## config.mk

```make
export PLATFORM = sky130hd
export DESIGN_NAME = arb16_rr_disp
export DESIGN_NICKNAME = d
export VERILOG_FILES = /design/src/rtl/arb16_rr_disp.sv
export SDC_FILE = /design/constraint.sdc
export NUM_CORES = 1
export LEC_CHECK = 0
export ABC_AREA = 1
export CORE_AREA = 2 2 100 102
export CTS_CLUSTER_SIZE = 30
export DETAILED_ROUTE_END_ITERATION = 8
export DIE_AREA = 0 0 102 104
export MAX_ROUTING_LAYER = met4
export RECOVER_POWER = 25
export SLEW_MARGIN = 20
export SYNTH_ARGS = -nofsm -noshare
export SYNTH_HDL_FRONTEND = slang
export SYNTH_SLANG_ARGS = --single-unit
```

## constraint.sdc

```tcl
create_clock -name clk -period 7.15 [get_ports clk]
set_input_delay 1.7875 -clock clk [delete_from_list [all_inputs] [get_ports clk]]
set_output_delay 1.7875 -clock clk [all_outputs]
set_load 0.01 [all_outputs]
```

## src/rtl/arb16_rr_disp.sv

```systemverilog
// Round-robin arbiter for 16 active-low requesters with 74148-style flags
// and a 2-digit multiplexed seven-segment readout of the last granted index.
module arb16_rr_disp #(
    parameter int HOLD_CYCLES = 8,
    parameter int SCAN_DIV    = 4
) (
    input  logic        clk,
    input  logic        rst,
    input  logic [7:0]  in_15_8,
    input  logic [7:0]  in_7_0,
    input  logic        done,
    output logic [15:0] gnt_n,
    output logic [3:0]  gnt_idx,
    output logic        GS_N,
    output logic        EO_N,
    output logic [7:0]  Seg,
    output logic [1:0]  Dig
);

    localparam int HW = (HOLD_CYCLES > 1) ? $clog2(HOLD_CYCLES) : 1;
    localparam int SW = (SCAN_DIV > 1) ? $clog2(SCAN_DIV) : 1;

    typedef enum logic [1:0] {IDLE, GRANT, RELEASE} state_t;

    state_t         state;
    logic [15:0]    req;
    logic [3:0]     last;
    logic           valid;
    logic [HW-1:0]  hold_cnt;
    logic [SW-1:0]  scan_cnt;

    logic [3:0]     winner;
    logic [3:0]     cand;
    logic           any_req;
    logic           grant_end;
    logic           scan_wrap;
    logic [1:0]     dig_nxt;
    logic [3:0]     units;
    logic [7:0]     seg_nxt;

    assign req     = ~{in_15_8, in_7_0};
    assign any_req = |req;

    // Walk from farthest to nearest so the first set index after 'last' wins;
    // k=16 revisits 'last' itself as the lowest-priority candidate.
    always_comb begin
        winner = '0;
        cand   = '0;
        for (int k = 16; k >= 1; k--) begin
            cand = last + 4'(k);
            if (req[cand])
                winner = cand;
        end
    end

    assign grant_end = (hold_cnt == '0) || done || !req[gnt_idx];

    function automatic logic [6:0] seg7(input logic [3:0] d);
        case (d)
            4'd0:    return 7'h3F;
            4'd1:    return 7'h06;
            4'd2:    return 7'h5B;
            4'd3:    return 7'h4F;
            4'd4:    return 7'h66;
            4'd5:    return 7'h6D;
            4'd6:    return 7'h7D;
            4'd7:    return 7'h07;
            4'd8:    return 7'h7F;
            4'd9:    return 7'h6F;
            default: return 7'h00;
        endcase
    endfunction

    assign scan_wrap = (scan_cnt == SW'(SCAN_DIV - 1));
    assign dig_nxt   = scan_wrap ? {Dig[0], Dig[1]} : Dig;
    assign units     = (gnt_idx >= 4'd10) ? gnt_idx - 4'd10 : gnt_idx;

    // Segment data is produced for the digit being selected on the same edge.
    always_comb begin
        seg_nxt = '0;
        if (valid) begin
            if (dig_nxt[1])
                seg_nxt = (gnt_idx >= 4'd10) ? {1'b0, seg7(4'd1)} : 8'h00;
            else
                seg_nxt = {1'b0, seg7(units)};
        end
    end

    always_ff @(posedge clk) begin
        if (rst) begin
            state    <= IDLE;
            gnt_n    <= 16'hFFFF;
            gnt_idx  <= '0;
            GS_N     <= 1'b1;
            EO_N     <= 1'b1;
            last     <= 4'd15;
            valid    <= 1'b0;
            hold_cnt <= '0;
            scan_cnt <= '0;
            Dig      <= 2'b01;
            Seg      <= '0;
        end else begin
            scan_cnt <= scan_wrap ? '0 : scan_cnt + 1'b1;
            Dig      <= dig_nxt;
            Seg      <= seg_nxt;

            case (state)
                IDLE: begin
                    if (any_req) begin
                        state    <= GRANT;
                        gnt_n    <= ~(16'h1 << winner);
                        gnt_idx  <= winner;
                        GS_N     <= 1'b0;
                        EO_N     <= 1'b1;
                        hold_cnt <= HW'(HOLD_CYCLES - 1);
                        valid    <= 1'b1;
                    end else begin
                        EO_N     <= 1'b0;
                    end
                end
                GRANT: begin
                    if (grant_end) begin
                        state <= RELEASE;
                        gnt_n <= 16'hFFFF;
                        GS_N  <= 1'b1;
                        last  <= gnt_idx;
                    end else begin
                        hold_cnt <= hold_cnt - 1'b1;
                    end
                end
                RELEASE: state <= IDLE;
                default: state <= IDLE;
            endcase
        end
    end

endmodule

```

==> metrics.yaml <==
status: "completed"
yosys-top-cells-count: "nand2_1 (219), nand3_1 (109), inv_1 (64)"
htreeDepth: 2
crit_required_ns: 7.34
p_seq_share_pct: 15.5
die-area_um2: 10600
dp_cells: 812
syn_area_per_cell_um2: 5.82
final_area_um2: 4460
cts_hold_buf: 0
period_minus_slack_ns: 4.30
ys.flop_type: "dfxtp_1"
drt-initial-drc-count: 303
setup_viol: 0
vias_per_cell: 5.23
final_cells: 820
finClkSkew_ns: 0.0185
cts_tree: "built"
max-cap-violations: 0
crit_arrival_ns: 4.49
place_ws_ns: 2.59
drive_gt1_share_pct: 5.68
finalPower_w: 0.00227
start_util_pct: 39.3
power.share.clock_pct: 8.7
timing.final.ws_setup_ns: 2.85
cpPeakStageDelay_ns: 0.55
ys_warn_count: 0
n_antenna_cell: 0
ir_worst_vdd_uv: 238
ff2ff_path_depth: 26
ant_nets: 0
fp.dieH_um: 104
dp_hpwl_um: 9210
cts_setup_buffers: 0
synth_fp_nets: 683
slew_headroom_pct: 47.7
tns_ns: 0
cts_sinks: 43
grt_pass1_vias: 3911
yosysUniqueCellTypes: 38
hold_viol_final: 0
io_pins: 51
grt_setup_unrepaired: "no"
syn_to_final_growth_pct: 18.8
synth-async-reset-ratio_pct: 0
path_cells: "clkdlybuf4s50_1 -> nand2_1 -> nand3_1 -> nand3_1 -> nand3_2 -> nand2_1 -> a21boi_1 -> nor2_1 -> nor2_1 -> o21bai_1 -> nand2_1 -> nand2_1 -> nand2_1 -> nand2_1 -> nand2_1 -> nand2_1 -> nand2_1 -> nand2_1 -> nand2_1 -> nand2_1 -> nor2_2 -> nand3_1 -> nand2_1 -> nand2_1"
max_freq_mhz: 233
yosysMostFrequentCell: "nand2_1"
dpl-instance-area_um2: 4350
slew_violations: 0
routabilityCongestion: 0.935
vias: 4292
yosysTopAreaCellShare_pct: 22.9
fp-row-count: 36
grt_pass1_wl_um: 19300
wirelength_um: 12000
period_share_pct: 60.1
grtUsageTotal_pct: 23.2
synth_top_area_cell: "dfxtp_1"
power.switching_fraction_pct: 57.0
synth_seq_area_share_pct: 22.9
cp_max_fo: 8
crit_slowest_cell: "clkdlybuf4s50_1"
antenna_found_initial: 0
end_kind: "register"
grt_overflow: 0
powerDensity_nw_per_um2: 507
wl_per_cell_um: 14.6
drc: 0
whs_path_depth: 1
crit_type: "input pin to register"
fp.dieW_um: 102
clockBufferDepth: 2
intPower_w: 0.000975
synth_area_leaders: "dfxtp_1 (23%), nand2_1 (22%), nand3_1 (15%), inv_1 (6.4%), a21oi_1 (6.1%)"
final-seq-area_um2: 861
final_nets: 723
post_cts_resized: 0
io_buffer_count: 49
tightest_slew_ns: 0.779
comb_power_share_pct: 75.8
power_switching_w: 0.00129
holdCritPathClass: "register to register"
path_clk_slew_ns: 0.10
cp-start-kind: "input pin"
synthCells: 646
clock-root-buffer: "clkbuf_8"
clkLatencyLatePin_ns: 0.30
synth_edf_count: 0
grt_max_degree: 28
multi_input_area_um2: 2540
ys_ff_latch: 43
core_um2: 9550
syn-cell-area_um2: 3760
leakagePower_nw: 2.26
nFillCells: 1047
cp_common_cell: "nand2_1"
drtPass1Iterations: 5
numCtsBuffers: 5
[critical path, delay by kind of cell]
family	cells	cell delay [ns]
and+or+nand+nor	21	1.95
buffers and inverters	1	0.55
AOI/OAI and AO/OA	2	0.21
[cells in the final DEF (no fill, tap or decap), types with 2 or more instances in the layout]
cell / count
a21oi_1: 46
a21oi_2: 2
a22oi_1: 4
a31oi_1: 6
buf_4: 3
clkbuf_8: 5
clkdlybuf4s50_1: 36
clkinv_1: 2
dfxtp_1: 43
dlygate4sd3_1: 13
ha_1: 18
inv_1: 64
inv_2: 6
nand2_1: 219
nand2_2: 6
nand3_1: 109
nand3_2: 4
nand4_1: 6
nor2_1: 39
nor2_2: 4
nor3_1: 3
o21a_1: 2
o21ai_0: 17
o21ai_1: 2
o221ai_1: 2
o22ai_1: 4
or2_2: 2
xor2_1: 4
xor2_2: 3
[layout make-up]
class	count	share of cell area, %
clock buffer	5	1.54
inverter	72	6.05
sequential	43	19.3
clock inverter	3	1.04
timing repair buffer	52	11.5
tap	133	3.73
multi-input combinational	512	56.9
[worst paths after layout]
kind / startpoint / to / slack, ns
setup / recovery: in_15_8[2] / gnt_n[0]$_SDFFE_PP1P_ / 2.85
hold / removal: scan_cnt[0]$_SDFF_PP0_ / scan_cnt[0]$_SDFF_PP0_ / 0.43
setup reg to reg: last[1]$_SDFFE_PP1P_ / gnt_n[0]$_SDFFE_PP1P_ / 2.85
hold reg to reg: scan_cnt[0]$_SDFF_PP0_ / scan_cnt[0]$_SDFF_PP0_ / 0.43
[through the flow]
step / hold WS [ns] / utilization [%]
CTS: 0.436 / 46.8
global placement: 0.413 / 45.5
global route: 0.460 / 46.8
finish: 0.435 / 46.8
floorplan: 0.404 / -
detailed placement: 0.422 / 45.5
[kinds of logic (layout without fill, tap and decap cells)]
kind of cell	count (synthesis)	count (layout)	share of synthesized area [%]
buf+inv	91	132	9.52
other cells	1	1	0.0998
xor+xnor	8	8	2.46
fa+ha+maj	18	18	5.99
simple gates	395	395	45.3
compound gates	90	90	13.7
flops	43	43	22.9
[metal layers]
| metal | global-route usage (%) | up-vias | wire length, um |
|---|---|---|---|
| met5 | - | - | 0 |
| met4 | 4.76 | 0 | 113 |
| met3 | 3.29 | 11 | 567 |
| met2 | 37.1 | 110 | 5540 |
| met1 | 31.2 | 1983 | 5770 |
| li1 | - | 2188 | - |
[sequential cells by signal (all words and copies together) (netlist names), 2 cells and up]
signal,flops
Seg,7
gnt_n,16
state,2
Dig,2
last,4
hold_cnt,3
scan_cnt,2
gnt_idx,4
[power groups by stage]
stage                     sequential, W  combinational [W]  clock (W)
after floorplan                0.000369            0.00124          0
after global placement         0.000357            0.00169          0
after detailed placement       0.000357            0.00170          0
after CTS                      0.000353            0.00171   0.000198
after global routing           0.000359            0.00194   0.000207
final                          0.000351            0.00172   0.000197
(Power assumes the default switching activity.)
